File: config.mk
export PLATFORM = sky130hd
export DESIGN_NAME = slt_share_arbiter
export DESIGN_NICKNAME = d
export VERILOG_FILES = /design/src/rtl/slt_share_pkg.sv /design/src/rtl/rr_arbiter.sv /design/src/rtl/slt_share_arbiter.sv
export SDC_FILE = /design/constraint.sdc
export NUM_CORES = 1
export LEC_CHECK = 0
export ABC_AREA = 1
export CAP_MARGIN = 15
export CORE_ASPECT_RATIO = 1.4
export CORE_UTILIZATION = 30
export DETAILED_ROUTE_END_ITERATION = 8
export PLACE_DENSITY = 0.71
export SYNTH_ARGS = -nofsm -noshare
export SYNTH_HDL_FRONTEND = slang
export SYNTH_HIERARCHICAL = 1
export SYNTH_SLANG_ARGS = --single-unit
File: constraint.sdc
create_clock -name CLK -period 3.2 [get_ports CLK]
set_clock_uncertainty 0.2 [all_clocks]
set_input_delay 0.64 -clock CLK [delete_from_list [all_inputs] [get_ports CLK]]
set_output_delay 0.64 -clock CLK [all_outputs]
set_load 0.005 [all_outputs]
File: src/rtl/slt_share_pkg.sv
// Shared definitions for the shared less-than comparator.
// Provides the requester-ID width helper and the ID-to-one-hot converter.
package slt_share_pkg;

  // Upper bound on the number of requesters that onehot() can encode
  localparam int unsigned MAX_REQ = 32;

  // ID width for nreq requesters (at least one bit)
  function automatic int unsigned id_width(input int unsigned nreq);
    return (nreq <= 2) ? 1 : $clog2(nreq);
  endfunction

  // One-hot vector with bit 'id' set; callers truncate to their requester count
  function automatic logic [MAX_REQ-1:0] onehot(input int unsigned id);
    return MAX_REQ'(1) << id;
  endfunction

endpackage

File: src/rtl/rr_arbiter.sv
// Round-robin arbiter with a registered priority pointer.
// Ports:
//   clk, rst_n    clock, async active-low reset
//   en_i          global enable; 0 forces no grant and holds the pointer
//   req_i         per-requester request flags
//   gnt_c_o       combinational one-hot grant
//   gnt_id_c_o    combinational encoded grant ID (valid when gnt_vld_c_o)
//   gnt_vld_c_o   combinational: some requester is granted this cycle
module rr_arbiter
  import slt_share_pkg::*;
#(
  parameter  int unsigned NREQ = 4,
  localparam int unsigned IW   = id_width(NREQ)
) (
  input  logic            clk,
  input  logic            rst_n,
  input  logic            en_i,
  input  logic [NREQ-1:0] req_i,
  output logic [NREQ-1:0] gnt_c_o,
  output logic [IW-1:0]   gnt_id_c_o,
  output logic            gnt_vld_c_o
);

  logic [IW-1:0] ptr_q, ptr_d;

  // First requesting index searching ptr, ptr+1, ... modulo NREQ
  always_comb begin : grant_search
    int unsigned idx;
    gnt_c_o     = '0;
    gnt_id_c_o  = '0;
    gnt_vld_c_o = 1'b0;
    idx         = 0;
    if (en_i) begin
      for (int unsigned k = 0; k < NREQ; k++) begin
        idx = int'(ptr_q) + k;
        if (idx >= NREQ) idx = idx - NREQ;
        if (!gnt_vld_c_o && req_i[IW'(idx)]) begin
          gnt_vld_c_o = 1'b1;
          gnt_id_c_o  = IW'(idx);
          gnt_c_o     = NREQ'(onehot(idx));
        end
      end
    end
  end

  // Pointer moves just past the winner; wraps explicitly for non-power-of-2 NREQ
  always_comb begin
    ptr_d = ptr_q;
    if (gnt_vld_c_o) begin
      ptr_d = (gnt_id_c_o == IW'(NREQ - 1)) ? '0 : gnt_id_c_o + IW'(1);
    end
  end

  always_ff @(posedge clk or negedge rst_n) begin
    if (!rst_n) ptr_q <= '0;
    else        ptr_q <= ptr_d;
  end

endmodule

File: src/rtl/slt_share_arbiter.sv
// Shared registered unsigned less-than comparator for NREQ requesters.
// One requester is granted per cycle (round robin); its result appears one
// cycle later on D_OUT, tagged by the one-hot R_OUT.
// Ports:
//   CLK, RST   clock, async active-low reset
//   EN         global enable; 0 freezes arbiter and pipeline
//   REQ        per-requester operand-valid flags
//   A_IN,B_IN  operand lanes, requester i at [i*N +: N]
//   GNT        combinational one-hot grant (sampled at the next rising edge)
//   R_OUT      registered one-hot result owner
//   D_OUT      registered result: 1 if A<B (unsigned), zero-extended
//   BUSY       registered: result valid in the output stage
module slt_share_arbiter
  import slt_share_pkg::*;
#(
  parameter int unsigned N    = 16,
  parameter int unsigned NREQ = 4
) (
  input  logic              CLK,
  input  logic              RST,
  input  logic              EN,
  input  logic [NREQ-1:0]   REQ,
  input  logic [NREQ*N-1:0] A_IN,
  input  logic [NREQ*N-1:0] B_IN,
  output logic [NREQ-1:0]   GNT,
  output logic [NREQ-1:0]   R_OUT,
  output logic [N-1:0]      D_OUT,
  output logic              BUSY
);

  localparam int unsigned IW = id_width(NREQ);

  logic [IW-1:0]   gnt_id;
  logic            gnt_vld;
  logic [N-1:0]    a_sel, b_sel;
  logic [NREQ-1:0] r_out_q, r_out_d;
  logic [N-1:0]    d_out_q, d_out_d;
  logic            busy_q, busy_d;

  rr_arbiter #(.NREQ(NREQ)) u_arb (
    .clk         (CLK),
    .rst_n       (RST),
    .en_i        (EN),
    .req_i       (REQ),
    .gnt_c_o     (GNT),
    .gnt_id_c_o  (gnt_id),
    .gnt_vld_c_o (gnt_vld)
  );

  // Operand mux steered by the one-hot grant
  always_comb begin
    a_sel = '0;
    b_sel = '0;
    for (int i = 0; i < NREQ; i++) begin
      if (GNT[i]) begin
        a_sel = A_IN[i*N +: N];
        b_sel = B_IN[i*N +: N];
      end
    end
  end

  // Output stage: hold everything when disabled; D_OUT also holds on idle cycles
  always_comb begin
    r_out_d = r_out_q;
    d_out_d = d_out_q;
    busy_d  = busy_q;
    if (EN) begin
      r_out_d = gnt_vld ? GNT : '0;
      busy_d  = gnt_vld;
      if (gnt_vld) d_out_d = N'(a_sel < b_sel);
    end
  end

  always_ff @(posedge CLK or negedge RST) begin
    if (!RST) begin
      r_out_q <= '0;
      d_out_q <= '0;
      busy_q  <= 1'b0;
    end else begin
      r_out_q <= r_out_d;
      d_out_q <= d_out_d;
      busy_q  <= busy_d;
    end
  end

  assign R_OUT = r_out_q;
  assign D_OUT = d_out_q;
  assign BUSY  = busy_q;

  // gnt_id is consumed through GNT; keep it observable for the bench/debug
  logic unused_gnt_id;
  assign unused_gnt_id = ^gnt_id;

endmodule

==> After elaboration in Yosys (flattened, before gate mapping) <==
Cells that the tools add are included.
{ "op_classes": {"n_addsub": 8, "n_lt_le_gt_ge": 9, "eq_ne": 1, "n_shift": 4, "n_mux": 44, "reduce_logical": 7} }
{ "ops": {"columns": ["op", "count"], "rows": [
  ["2-to-1 mux 32 bit", 8],
  ["2-to-1 mux 16 bit", 8],
  ["left shift 1 x 32 -> 4 bit, first input constant", 4],
  ["greater-or-equal comparator 32 x 3 -> 1 bit, second input constant", 3],
  ["subtractor 32 x 3 -> 32 bit, second input constant", 3],
  ["2-to-1 mux 4 bit", 6],
  ["< comparator 16 bit", 1],
  ["< comparator 2 x 3 -> 1 bit, second input constant", 4],
  ["2-to-1 mux 1 bit", 12],
  ["2-to-1 mux 2 bit", 6],
  ["binary-select mux 1 bit (select 2 bit)", 4],
  ["adder 2 x 2 -> 3 bit, second input constant", 2],
  ["subtractor 2 x 3 -> 4 bit, second input constant", 1],
  ["adder 2 x 1 -> 3 bit, second input constant", 1],
  ["greater-or-equal comparator 2 x 3 -> 1 bit, second input constant", 1],
  ["logical AND 1 bit", 3],
  ["zero test 1 bit", 3],
  ["adder 2 x 1 -> 2 bit, second input constant", 1],
  ["equality test 2 bit, second input constant", 1],
  ["AND reduction 2 bit", 1]
]} }
{ "word_totals": {"register_bits": 8, "inputBits": 135, "out_inout_bits": 25, "wordCells": 77} }

==> Longest topological paths before layout <==
{ "depth": {"ltp_word": 24, "ltp_mapped": 29, "ltp_nobuf": 27} }

==> Modules after synthesis <==
Netlist, hierarchy kept.
{ "by_module_without_submodules": {"columns": ["mod", "n_inst", "cells_each", "area_each_um2", "seq_area_each_um2"], "rows": [
  ["slt_share_arbiter", 1, 245, 1532.7, 150.1],
  ["rr_arbiter", 1, 112, 684.4, 50.0]
]} }

==> Worst setup path before layout <==
OpenSTA, ideal clock, no wires.
{ "synth_path": {"path_kind": "reg2reg", "from": "reg u_arb.ptr_q[1]", "to": "reg d_out_q[0] (netlist: D_OUT[0])", "setup_ps": 116, "arrival_time_ps": 3232, "required_ps": 2884, "slack_ps": -348, "stages_incl_launch_ff": 23, "path_buffers": 2, "synth_period_minus_slack_ps": 3548, "path_cell_list": "dfrtp_1 > inv_1 > ha_1 > inv_1 > nand2_2 > nand2_4 > nor2_8 > nand3_4 > nand2_1 > nor2_1 > nor2_1 > buf_4 > clkbuf_1 > a21oi_1 > o21ai_0 > o21ai_0 > ha_1 > a21oi_1 > o21a_1 > o221ai_1 > nor2_1 > nand2_1 > nand2_1"} }
{ "synth_via": {"word_cells_on_any_way": 60, "classes_between": "add/sub: 7; order compare: 5; shift: 4; mux: 37; reduce/logical: 7"} }
{ "synth_rtl": {"columns": ["item", "line", "rtl"], "rows": [
  ["start: declaration", "rr_arbiter.sv:24", "logic [IW-1:0] ptr_q, ptr_d;"],
  ["start signal: assignment", "rr_arbiter.sv:56", "else ptr_q <= ptr_d;"],
  ["parallel branches: the longest is 17 deep, another holds subtractor 32 x 3 -> 32 bit", null, null],
  ["2-to-1 mux 4 bit (*)", "rr_arbiter.sv:37", "if (!gnt_vld_c_o && req_i[IW'(idx)]) begin"],
  ["2-to-1 mux 4 bit (*)", "rr_arbiter.sv:33", "if (en_i) begin"],
  ["named net GNT[2]", "slt_share_arbiter.sv:25", "output logic [NREQ-1:0] GNT,"],
  ["2-to-1 mux 16 bit (2 in a row)", "slt_share_arbiter.sv:55", "if (GNT[i]) begin"],
  ["< comparator 16 bit (*)", "slt_share_arbiter.sv:70", "if (gnt_vld) d_out_d = N'(a_sel < b_sel);"],
  ["end signal: assignment", "slt_share_arbiter.sv:81", "d_out_q <= d_out_d;"],
  ["end: declaration", "slt_share_arbiter.sv:37", "logic [N-1:0] d_out_q, d_out_d;"]
]} }
Mark *: on every way through the listed nets, which the timed path passes. The select of a mux whose other input is x is not followed.
A chain may end at the register's enable or synchronous reset.

==> Worst setup path after layout <==
{ "layout_path": {"from": "reg u_arb.ptr_q[0]", "to": "reg d_out_q[0] (netlist: D_OUT[0])"} }
{ "layout_via": {"elab_chain_len": 24, "word_cells_on_any_way": 60, "classes_between": "add/sub: 7; order compare: 5; shift: 4; mux: 37; reduce/logical: 7"} }
{ "layout_rtl": {"columns": ["item"], "rows": [
  ["parallel branches: the longest is 24 deep, another holds subtractor 32 x 3 -> 32 bit"]
]} }
Several ways; the timed one is not identified. The select of a mux whose other input is x is not followed.

==> flow_metrics.env <==
export IMPL_preCtsSetupSlack_ns=-0.860
export IMPL_crit_start="u_arb/ptr_q[0]$_DFFE_PN0P_"
export IMPL_netlist_cell_type_count=35
export IMPL_synth_cell_area_um2=2220
export IMPL_initial_core_util=0.314
export IMPL_globalRoute_busiestLayer="met2"
export IMPL_cp_slowest_stage_delay_ns=0.39
export IMPL_synthMuxAreaShare=0
export IMPL_max_clock_path_buffers=2
export IMPL_setup_violations=1
export IMPL_critical_path_slowest_cell="sky130_fd_sc_hd__dfrtp_2"
export IMPL_hpwlAfterDp_mm=7.32
export IMPL_hold_viol_final=0
export IMPL_finish_net_count=699
export IMPL_routed_wl_mm=10.0
export IMPL_clock_fmax_mhz=281
export IMPL_max_cap_violations=0
export IMPL_dr_total_vias=3178
export IMPL_critical_path_arrival_ns=3.49
export IMPL_firstDrtPassIters=6
export IMPL_wl_per_cell_um=15.8
export IMPL_min_from="D_OUT[0]$_DFFE_PN0P_"
export IMPL_critical_r2r_launch="u_arb/ptr_q[0]$_DFFE_PN0P_"
export IMPL_power_density_nw_per_um2=1100
export IMPL_synth_compound_area_frac=0.330
export IMPL_gr_usage_met2=0.451
export IMPL_die_area_um2=7740
export IMPL_cts_sinks=8
export IMPL_cpMostUsedCell="sky130_fd_sc_hd__nand2_1"
export IMPL_ioPinCount=160
export IMPL_total_power_mw=4.81
export IMPL_run_status="finished, violations left"
export IMPL_via_count_of_the_first_global_routing_pass=3062
export IMPL_dominant_combinational_cell_family_by_area_after_synthesis="compound AO/OA/AOI/OAI gates"
export IMPL_grt_first_pass_wirelength_mm=14.2
export IMPL_number_of_placement_rows=36
export IMPL_global_route_overflow_total=0
export IMPL_grtUsageMet1=0.244
export IMPL_synth_warning_count=6
export IMPL_yosys_area_share_adder=0.135
export IMPL_cp_end_kind="flop"
export IMPL_slew_viol_final=0
export IMPL_failed_checks="setup timing"
export IMPL_synthCells=357
export IMPL_grt_met3_usage=0.0525
export IMPL_cp_required_ns=3.12
export IMPL_post_route_drc_count=0
export IMPL_total_leakage_power_nw=1.92
export IMPL_initial_antenna_violation_count=0
export IMPL_ys_seq_elements=8
export IMPL_timing_worst_setup_path_type="reg -> reg"
export IMPL_clock_insertion_delay_worst_skew_ns=0.23
export IMPL_area_delta_synth_final_pct=97.1
export IMPL_tritoncts="built"
export IMPL_pin_count_of_the_biggest_net_entering_global_routing=26
export IMPL_grt_setup_unrepaired="yes"
export IMPL_cts_clk_slew_worst_paths_ns=0.04
export IMPL_critical_path_peak_fanout=12
export IMPL_finalWorstPathRequiredPeriod_ns=3.56
export IMPL_synth_seq_area_share=0.0903
export IMPL_floorplan_core_area_um2=7070
export IMPL_syn_mean_instance_area_um2=6.21
export IMPL_synth_xor_xnor_area_share=0
export IMPL_tritoncts_num_buffers=3
export IMPL_cts_htree_levels=1
export IMPL_min_delay_path_class="reg -> reg"
export IMPL_drtAntennaViolNets=0
export IMPL_drt_initial_violations=122
export IMPL_antenna_cells=0
export IMPL_chipHeight_um=104
export IMPL_post_dp_cell_area_um2=3950
export IMPL_fin_ws_ns=-0.365
export IMPL_critPathLaunchType="flop"
export IMPL_die_width_um=74.7
export IMPL_via_per_inst=5.01
export IMPL_final_area_um2=4370
export IMPL_gp_congestion=0.855
export IMPL_post_cts_hold_buffer_count=0
export IMPL_gr_usage_all_layers=0.235
export IMPL_total_of_buffers_placed_on_input_and_output_ports=144
export IMPL_synthSimpleGateAreaFrac=0.297
export IMPL_final_min_period_over_clock_period=1.11
export IMPL_layout_drive_gt1_share=0.230
export IMPL_root_buffer="sky130_fd_sc_hd__clkbuf_8"
export IMPL_peakVddDrop_mv=0.638
power by group:
part	total (mW)	internal, mW	switching [mW]
logic	4.51	2.15	2.37
registers	0.167	0.141	0.0257
clock network	0.128	0.0865	0.0417
total	4.81	2.38	2.43
timing repair:
item                                   CTS  global route
pin swaps                               16            27
setup buffers                           14             5
cloned                                   1             2
setup endpoints to repair                5             3
resized for setup                       35            36
endpoints found under the hold margin    0             0
sequential cells by signal, indices dropped and copies added (netlist names):
signal,flops
BUSY,1
D_OUT,1
R_OUT,4
u_arb/ptr_q,2
through the flow:
step | TNS (ns) | util | hold slack, ns | std cells
2_1_floorplan | -0.141 | - | 0.144 | 371
3_3_place_gp | -2.28 | 0.558 | 0.272 | 608
3_5_place_dp | -2.56 | 0.558 | 0.274 | 608
4_1_cts | -0.285 | 0.594 | 0.284 | 627
5_1_grt | -0.565 | 0.618 | 0.305 | 634
6_report | -0.365 | 0.618 | 0.284 | 634
cells in the mapped netlist, drive strengths merged:
library cell / instances / area, µm²
o21a: 1 / 7.51
nand2: 87 / 374
nand4: 1 / 6.26
a21boi: 1 / 7.51
o21ai: 45 / 225
a221oi: 8 / 70.1
a211oi: 1 / 7.51
buf: 28 / 191
nand3: 19 / 123
a22oi: 22 / 165
o31ai: 8 / 60.1
clkbuf: 8 / 30.0
ha: 24 / 300
nor2: 31 / 143
o221ai: 1 / 8.76
a21oi: 32 / 160
conb: 1 / 3.75
nand3b: 1 / 7.51
dfrtp: 8 / 200
nor3: 1 / 5.00
inv: 26 / 103
o22ai: 3 / 18.8
worst max-delay path: cells and delay by family, from the launching register on:
family	cells	cell delay, ns
AOI/OAI and AO/OA	6	0.79
adders and majority gates	2	0.57
buffers and inverters	6	0.65
DFF	1	0.39
and+or+nand+nor	11	0.83
cells in the final DEF, fill, tap and decap left out, drive strengths merged, types with 3 or more instances in the layout:
master	Yosys	final
a22oi	22	22
dlygate4sd2	0	3
a221oi	8	8
clkdlybuf4s50	0	136
buf	28	55
a21oi	32	32
clkbuf	8	8
nor2	31	31
o31ai	8	8
conb	1	15
o21ai	45	45
o22ai	3	3
dfrtp	8	8
nand2	87	87
ha	24	24
nand3	19	19
inv	26	25
worst paths after layout:
path	slack, ns	to	cells after the start
setup / recovery	-0.36	D_OUT[0]$_DFFE_PN0P_	25
max in group asynchronous	2.03	u_arb/ptr_q[1]$_DFFE_PN0P_	1
hold / removal	0.28	D_OUT[0]$_DFFE_PN0P_	2
min in group asynchronous	0.49	D_OUT[0]$_DFFE_PN0P_	1
setup reg to reg	-0.36	D_OUT[0]$_DFFE_PN0P_	25
hold reg to reg	0.28	D_OUT[0]$_DFFE_PN0P_	2
logic make-up (layout without fill, tap and decap cells):
| family | count (synthesis) | count (layout) |
|---|---|---|
| other | 1 | 15 |
| flip-flops | 8 | 8 |
| AO/OA/AOI/OAI | 122 | 122 |
| AND/OR/NAND/NOR | 140 | 140 |
| adder cells (fa/ha/maj) | 24 | 24 |
| buffers and inverters | 62 | 230 |
layer usage:
| layer | vias to the layer above | part of all wire |
|---|---|---|
| li1 | 1582 | - |
| met1 | 1458 | 0.38 |
| met2 | 126 | 0.53 |
| met3 | 12 | 0.081 |
| met4 | 0 | 0.011 |
| met5 | - | 0 |
final cells by class:
cell class	instances	area, µm²
inverter	26	108
multi-input combinational	301	1900
sequential	8	203
tap	95	119
fill	644	2700
timing repair buffer	200	2000
clock buffer	4	45.0
Power figures use the tool's default switching activity.
